--- src/rtl/pwm_duty_sequencer_if.sv ---
// Request channel carrying target duty values into the PWM duty sequencer.
// The requester drives valid/duty; the sequencer answers with ready.
interface pwm_duty_sequencer_if #(
    parameter int TP = 8
);
    logic          req_valid;
    logic [TP-1:0] req_duty;
    logic          req_ready;

    modport master (
        output req_valid,
        output req_duty,
        input  req_ready
    );

    modport slave (
        input  req_valid,
        input  req_duty,
        output req_ready
    );
endinterface

--- src/rtl/pwm_duty_sequencer.sv ---
// Owns the PWM duty command: soft-start after enable, slew-limited changes
// committed only at period boundaries, and forced zero on fault or disable.
module pwm_duty_sequencer #(
    parameter int TP      = 8,
    parameter int N_bit   = 14,
    parameter int PERIOD  = 10000,
    parameter int STEP    = 4,
    parameter int SS_STEP = 1
) (
    input  logic                  clk,
    input  logic                  rst,
    input  logic                  en,
    input  logic                  fault,
    pwm_duty_sequencer_if.slave   req,
    output logic [TP-1:0]         duty_out,
    output logic                  period_tick,
    output logic [1:0]            state_out,
    output logic                  busy
);

    typedef enum logic [1:0] {
        IDLE       = 2'd0,
        SOFT_START = 2'd1,
        RUN        = 2'd2,
        FAULT      = 2'd3
    } state_t;

    localparam logic [N_bit-1:0] LAST_COUNT = N_bit'(PERIOD - 1);
    localparam logic [TP:0]      SS_INC     = (TP + 1)'(SS_STEP);
    localparam logic [TP:0]      RUN_INC    = (TP + 1)'(STEP);

    state_t           state_q, state_d;
    logic [N_bit-1:0] count_q, count_d;
    logic [TP-1:0]    duty_q, duty_d;
    logic [TP-1:0]    target_q, target_d;

    logic             lastCount;
    logic             accept;
    logic [TP:0]      dutyExt, targetExt;
    logic [TP:0]      ssSum, runUp, runDown, delta;
    logic [TP-1:0]    ssNext, runNext;

    always_ff @(posedge clk) begin
        if (rst) begin
            state_q  <= IDLE;
            count_q  <= '0;
            duty_q   <= '0;
            target_q <= '0;
        end else begin
            state_q  <= state_d;
            count_q  <= count_d;
            duty_q   <= duty_d;
            target_q <= target_d;
        end
    end

    assign lastCount = (count_q == LAST_COUNT);
    assign count_d   = lastCount ? '0 : count_q + N_bit'(1);

    assign req.req_ready = (state_q != FAULT) && !rst;
    assign accept        = req.req_valid && req.req_ready;
    assign target_d      = accept ? req.req_duty : target_q;

    // One extra bit keeps sums and differences from wrapping before the clamp to target.
    always_comb begin
        dutyExt   = {1'b0, duty_q};
        targetExt = {1'b0, target_q};
        ssSum     = dutyExt + SS_INC;
        ssNext    = (ssSum > targetExt) ? target_q : ssSum[TP-1:0];
        runUp     = dutyExt + RUN_INC;
        runDown   = dutyExt - RUN_INC;
        if (targetExt >= dutyExt) begin
            delta   = targetExt - dutyExt;
            runNext = (delta > RUN_INC) ? runUp[TP-1:0] : target_q;
        end else begin
            delta   = dutyExt - targetExt;
            runNext = (delta > RUN_INC) ? runDown[TP-1:0] : target_q;
        end
    end

    // Fault outranks disable, which outranks the per-period duty update.
    always_comb begin
        state_d = state_q;
        duty_d  = duty_q;
        if (fault) begin
            state_d = FAULT;
            duty_d  = '0;
        end else begin
            case (state_q)
                IDLE: begin
                    duty_d = '0;
                    if (en) state_d = SOFT_START;
                end
                SOFT_START: begin
                    if (!en) begin
                        state_d = IDLE;
                        duty_d  = '0;
                    end else if (lastCount) begin
                        duty_d = ssNext;
                        if (ssNext == target_q) state_d = RUN;
                    end
                end
                RUN: begin
                    if (!en) begin
                        state_d = IDLE;
                        duty_d  = '0;
                    end else if (lastCount) begin
                        duty_d = runNext;
                    end
                end
                FAULT: begin
                    duty_d = '0;
                    if (!en) state_d = IDLE;
                end
                default: begin
                    state_d = IDLE;
                    duty_d  = '0;
                end
            endcase
        end
    end

    assign duty_out    = duty_q;
    assign state_out   = state_q;
    assign period_tick = lastCount && !rst;
    assign busy        = ((state_q == SOFT_START) || (state_q == RUN)) && (duty_q != target_q);

endmodule

--- src/flat_wrapper.sv ---
// flat-port wrapper written by rule: the top's interface ports become plain ports
module pwm_duty_sequencer_flat 
#(
    parameter int TP      = 8,
    parameter int N_bit   = 14,
    parameter int PERIOD  = 10000,
    parameter int STEP    = 4,
    parameter int SS_STEP = 1
)
  (clk, rst, en, fault, duty_out, period_tick, state_out, busy, req_req_valid, req_req_duty, req_req_ready);
  pwm_duty_sequencer_if #(.TP(TP)) req_i ();
  input  logic clk;
  input  logic rst;
  input  logic en;
  input  logic fault;
  output logic [TP-1:0] duty_out;
  output logic period_tick;
  output logic [1:0] state_out;
  output logic busy;
  input wire logic [$bits(req_i.req_valid)-1:0] req_req_valid;
  input wire logic [$bits(req_i.req_duty)-1:0] req_req_duty;
  output wire logic [$bits(req_i.req_ready)-1:0] req_req_ready;
  assign req_i.req_valid = req_req_valid;
  assign req_i.req_duty = req_req_duty;
  assign req_req_ready = req_i.req_ready;
  pwm_duty_sequencer #(.TP(TP), .N_bit(N_bit), .PERIOD(PERIOD), .STEP(STEP), .SS_STEP(SS_STEP)) u_core (.clk(clk), .rst(rst), .en(en), .fault(fault), .req(req_i), .duty_out(duty_out), .period_tick(period_tick), .state_out(state_out), .busy(busy));
endmodule
--- config.mk ---
export PLATFORM = sky130hd
export DESIGN_NAME = pwm_duty_sequencer_flat
export DESIGN_NICKNAME = d
export VERILOG_FILES = /design/src/rtl/pwm_duty_sequencer_if.sv /design/src/rtl/pwm_duty_sequencer.sv /design/src/flat_wrapper.sv
export SDC_FILE = /design/constraint.sdc
export NUM_CORES = 1
export LEC_CHECK = 0
export ABC_CLOCK_PERIOD_IN_PS = 3160
export CAP_MARGIN = 10
export CORE_MARGIN = 8
export CORE_UTILIZATION = 54
export DETAILED_ROUTE_END_ITERATION = 7
export GPL_TIMING_DRIVEN = 0
export HOLD_SLACK_MARGIN = 0.05
export PLACE_DENSITY = 0.8
export SLEW_MARGIN = 15
export SYNTH_ARGS = -nofsm -noshare
export SYNTH_HDL_FRONTEND = slang
export SYNTH_SLANG_ARGS = --single-unit
--- constraint.sdc ---
create_clock -name clk -period 3.16 [get_ports clk]
set_input_delay 0.316 -clock clk [delete_from_list [all_inputs] [get_ports clk]]
set_output_delay 0.316 -clock clk [all_outputs]
set_load 0.05 [all_outputs]
==> flow_summary.toml, run 1 <==
[routing]
via_per_inst = 6.21
first_pass_iters = 5
drt_first_iter_violations = 202
wl_per_cell_um = 17.7
antenna_left = 0
vias = 3113
drt_wl_total_um = 8880
drc = 0

[timing]
rsz0062_at_grt = "true"
fin_worst_skew_ns = 0.00692
tightestPinTransition_ns = 1.01
max_freq_ghz = 0.321
setup_viol = 0
finalHoldViolations = 0
fin_crit_ns = 3.12
period_share_pct = 98.6
slew_headroom_pct = 31.9
drv_slew = 0

[clock_tree]
cts_tree = "yes"
clockRootBuffer = "clkbuf_8"
worstSkewPairLatency_ns = 0.29
clk_path_buf_depth = 2
cts_hold_buffers = 0
cts_buffers = 5
ctsHtreeMaxLevel = 2
clk_pin_slew_ns = 0.07
cts_num_sinks = 32

[worst_setup_path]
start_kind = "flop"
critPathRequiredTime_ns = 3.38
crit_start = "u_core.duty_out[2]"
cp_max_fo = 10
cp.arrival_ns = 3.33
rr_startpoint = "u_core.duty_out[2]"
reg2regPathDepth = 11
worst-setup-path-type = "flop to flop"
crit_path_end_kind = "flop"

[synthesis]
synth_fa_ha_area_share_pct = 14.5
syn_area_per_cell_um2 = 7.85
async_reset_ff_share_pct = 0
yosysWarnings = 0
synth_nets = 446
synth-seq-cells = 32
yosys.area_share.simple_pct = 23.5
synth_xor_area_share_pct = 12.3
ys_seq_area_share_pct = 20.5
synthMuxAreaShare_pct = 2.60
synth_top_family_by_area = "simple AND/OR/NAND/NOR gates"
syn_inst = 398
dominantRegCellSynth = "dfxtp_1"
synth_compound_area_share_pct = 21.0
syn_area_mm2 = 0.00312
ys_types = 63
synth-edff-count = 0

[finish]
fin_util_pct = 65.7
drive_gt1_share_pct = 8.86
antennaDiodeCount = 0
area_growth_pct = 16.5
fin_nets = 476
stdcell_area_mm2 = 0.00364
n_fill_cell = 473

[floorplan]
core_area_mm2 = 0.00554
dieHeight_um = 92.1
ioPinCount = 26
row_count = 27
die_w_um = 92.1
die_area_mm2 = 0.00847
initial_utilization_pct = 56.4

[place]
hpwl_um = 6560
portBuffers = 25
detailed_place.area_mm2 = 0.00347
gp_congestion = 0.943

[hold_path]
holdCritPathClass = "flop to flop"
min_path_cells = 1
worstHoldStart = "u_core.count_q[0]"

[grt]
grt_pass1_vias = 2929
grt_first_pass_wirelength_um = 14000
antenna_found_initial = 0
grt_max_degree = 14
grt.overflow.total = 0
grt.total_usage_pct = 20.0

[run]
max-cap-violations = 0

[power_and_ir_drop]
p_leak_uw = 0.00147
vdd_ir_drop_max_uv = 385
powerDensity_mw_per_mm2 = 368

[outcome]
status = "completed"
[sequential cells by signal, indices dropped and copies added (netlist names)]
register          cells
u_core.count_q       14
u_core.duty_out       8
u_core.state_out      2
u_core.target_q       8
[power by group]
group          leakage (µW)  switching, µW  internal (µW)  total [µW]
logic               0.00116            318            230         548
clock network     0.0000445            167            177         344
registers          0.000266           27.7            417         445
[synthesized netlist by cell type (all sizes together) (2+ instances only)]
cell type	n	share of area (%)
clkbuf	14	1.7
and3	5	1.0
a21oi	29	5.0
and4	4	1.1
a31oi	2	0.40
xnor3	5	3.6
or4b	3	1.1
o221ai	4	1.1
inv	27	3.2
nor3	10	1.6
xor2	14	3.9
mux2i	7	2.2
nor4	2	0.40
a211oi	4	1.1
o22ai	3	0.60
a21boi	2	0.48
xnor2	17	4.8
or3	4	0.80
nand4	7	1.4
nor2b	9	1.8
or2	2	0.40
o21ai	26	4.2
fa	2	1.3
nor4b	4	1.1
or4	2	0.60
nand2	17	2.0
ha	33	13
o211a	2	0.64
dfxtp	32	21
a21o	5	1.2
nand3b	2	0.48
nand2b	3	0.60
nand3	20	3.2
o211ai	6	1.4
nor2	45	5.4
buf	4	0.48
a2111oi	2	0.56
[path summary, 6_finish.rpt]
check / to / slack, ns
worst max-delay path: u_core.duty_out[3] / 0.04
worst min-delay path: u_core.count_q[0] / 0.45
worst max register to register: u_core.duty_out[3] / 0.04
worst min register to register: u_core.count_q[0] / 0.45
[what timing repair did]
item,4_1_cts,5_1_grt
resized for setup,11,13
endpoints found under the setup margin,9,9
pin swaps,1,1
buffers inserted,1,1
[logic make-up (layout without fill, tap and decap cells)]
| group | Yosys count | after routing |
|---|---|---|
| compound gates | 100 | 100 |
| xor+xnor | 36 | 36 |
| fa+ha+maj | 35 | 35 |
| buf+inv | 46 | 77 |
| flops | 32 | 32 |
| mux | 8 | 8 |
| simple gates | 141 | 141 |
[placed cells by master, fill, tap and decap left out, types with 9 or more instances in the layout]
cell type	count
o21ai_0	25
xnor2_1	17
nor2b_1	9
inv_1	27
a21oi_1	26
nor2_1	45
nor3_1	10
nand2_1	17
clkdlybuf4s50_1	24
ha_1	32
nand3_1	19
dfxtp_1	24
xor2_1	14
[metrics by stage]
stage | setup TNS [ns] | worst slack [ns] | power [µW] | cells | hold WS [ns]
2_1_floorplan | 0 | 0.00147 | 820 | 398 | 0.388
3_3_place_gp | -3.17 | -0.448 | 941 | 495 | 0.423
3_5_place_dp | -3.27 | -0.460 | 954 | 495 | 0.439
4_1_cts | 0 | 0.0192 | 1310 | 500 | 0.451
5_1_grt | -0.0809 | -0.0761 | 1390 | 501 | 0.488
6_report | 0 | 0.0445 | 1340 | 501 | 0.446
[cell type report]
type,count,area (µm²),area share (%)
Multi-Input combinational cell,320,2350,64.6
Sequential cell,32,661,18.2
Timing Repair Buffer,27,268,7.36
Inverter,28,106,2.92
Tap cell,72,90.1,2.48
Clock buffer,7,86.3,2.37
Buffer,14,67.6,1.86
Clock inverter,1,7.51,0.206
[critical path, cell delays in order, from the launching register on]
cell	delay, ns
dfxtp_4	0.42
inv_1	0.14
ha_1	0.23
clkbuf_1	0.19
or2_0	0.26
o221ai_1	0.22
a2bb2oi_1	0.17
a211oi_1	0.46
a21boi_2	0.43
a21oi_1	0.12
mux2_2	0.27
o21ai_1	0.12
[per-layer routing]
metal | vias up | track usage (%) | share of wire, %
met4 | 0 | 8.59 | 2.9
met3 | 27 | 2.77 | 6.5
met2 | 143 | 32.4 | 47
met1 | 1456 | 25.8 | 44
met5 | - | 0 | 0
li1 | 1487 | - | -
Power figures use the tool's default switching activity.
==> run 2, diff against run 1 <==
- CORE_MARGIN: 8 -> 10
==> flow_summary.toml, run 2 (synthesis results as in run 1) <==
[outcome]
status = "completed"

[clock_tree]
clk_path_buf_depth = 2
cts_num_sinks = 32
clk_pin_slew_ns = 0.07
ctsHtreeMaxLevel = 2
cts_buffers = 5
cts_tree = "yes"
worstSkewPairLatency_ns = 0.29
clockRootBuffer = "clkbuf_8"

[routing]
antenna_left = 0
drt_wl_total_um = 8740
vias = 3106
drt_first_iter_violations = 265
via_per_inst = 6.16
wl_per_cell_um = 17.3
first_pass_iters = 6
drc = 0

[timing]
finalHoldViolations = 0
finalSetupTns_ns = 0
max_freq_ghz = 0.327
slew_headroom_pct = 37.5
setup_viol = 0
period_share_pct = 96.8
drv_slew = 0
fin_worst_skew_ns = 0.00523
tightestPinTransition_ns = 0.929
fin_crit_ns = 3.06
whs_ns = 0.449

[floorplan]
die_area_mm2 = 0.00923
die_w_um = 96.1
initial_utilization_pct = 56.0
dieHeight_um = 96.1
core_area_mm2 = 0.00557
row_count = 27
ioPinCount = 26

[place]
detailed_place.area_mm2 = 0.00347
gp_congestion = 0.977
hpwl_um = 6640
portBuffers = 25

[grt]
grt.total_usage_pct = 19.3
antenna_found_initial = 0
grt_max_degree = 14
grt_first_pass_wirelength_um = 14400
grt.overflow.total = 0
grt_pass1_vias = 2948

[power_and_ir_drop]
vdd_ir_drop_max_uv = 374
powerDensity_mw_per_mm2 = 359
p_leak_uw = 0.00149

[worst_setup_path]
crit_path_end_kind = "flop"
cp_max_fo = 13
start_kind = "flop"
reg2regPathDepth = 12
cp.arrival_ns = 3.28
worst-setup-path-type = "flop to flop"
critPathRequiredTime_ns = 3.38

[finish]
mostFrequentLayoutCell = "nor2_1"
mostFrequentLayoutCells = "nor2_1 (45), ha_1 (31), inv_1 (26), a21oi_1 (26), o21ai_0 (25)"
antennaDiodeCount = 0
n_fill_cell = 481
stdcell_area_mm2 = 0.00369
area_growth_pct = 18.0
largest_register_ffs = 14
fin_nets = 479
largest_register = "u_core.count_q"
drive_gt1_share_pct = 11.1

[run]
max-cap-violations = 0

[hold_path]
min_path_cells = 1
holdCritPathClass = "flop to flop"
==> run 2: changes by cell type in the layout (fill, tap and decap cells not counted), sizes merged <==
| cell | delta |
|---|---|
| clkinv | +2 |
| dlygate4sd2 | +1 |
| dlymetal6s2s | -1 |
| buf | +3 |
| clkbuf | -2 |
==> run 2: cell type report <==
type                    instances  area (µm²)  area share [%]
multi-input cells             320        2380            64.6
flip-flops and latches         32         662            18.0
repair buffers                 30         287            7.77
inverters                      28         109            2.95
well taps                      72        90.1            2.44
plain buffers                  14        70.1            1.90
clock buffers                   5        68.8            1.87
clock inverters                 3        18.8           0.509
==> run 2: power by group <==
group	internal [µW]	switching, µW
Sequential	417	28.1
Clock	154	172
Combinational	235	320
Total	805	520
==> run 2: worst max-delay path: stages, from the launching register on <==
cell	delay, ns
dfxtp_4	0.44
inv_1	0.10
ha_1	0.36
clkbuf_4	0.23
o21ai_0	0.14
a222oi_1	0.39
o211ai_1	0.19
a211oi_2	0.26
nand3_1	0.16
buf_4	0.19
a41oi_2	0.24
o21ai_0	0.12
a21oi_1	0.17
==> run 2: final timing paths <==
path | from | to | slack (ns)
max | u_core.duty_out[4] | u_core.duty_out[0] | 0.10
min reg2reg | u_core.count_q[0] | u_core.count_q[0] | 0.45
min | u_core.count_q[0] | u_core.count_q[0] | 0.45
max reg2reg | u_core.duty_out[4] | u_core.duty_out[0] | 0.10
==> run 2: per-layer routing <==
metal  wire length, µm  track usage [%]  part of all wire (%)  vias to the layer above
li1                  -                -                     -                     1508
met1              3960             25.8                    45                     1438
met2              3920             30.6                    45                      135
met3               618             3.35                   7.1                       25
met4               249             6.39                   2.8                        0
met5                 0                0                     0                        -
==> run 2: timing repair <==
action	4_1_cts	5_1_grt
hold buffers	0	0
pin swaps	2	5
setup buffers	2	3
gates resized for setup	11	23
setup endpoints to repair	9	11
==> run 2: through the flow <==
stage                     util [%]  power, µW  cells  setup WS, ns
after floorplan                  -        820    398       0.00147
after global placement        62.3        944    495        -0.488
after detailed placement      62.3        955    495        -0.567
after CTS                     64.4       1290    501        0.0113
after global routing          66.1       1390    504       -0.0121
final                         66.1       1320    504         0.100
==> run 3, diff against run 2 <==
- CTS_CLUSTER_SIZE: unset -> 10
==> results of run 3 <==
Final layout, timing and power as in run 2 (identical DEF).
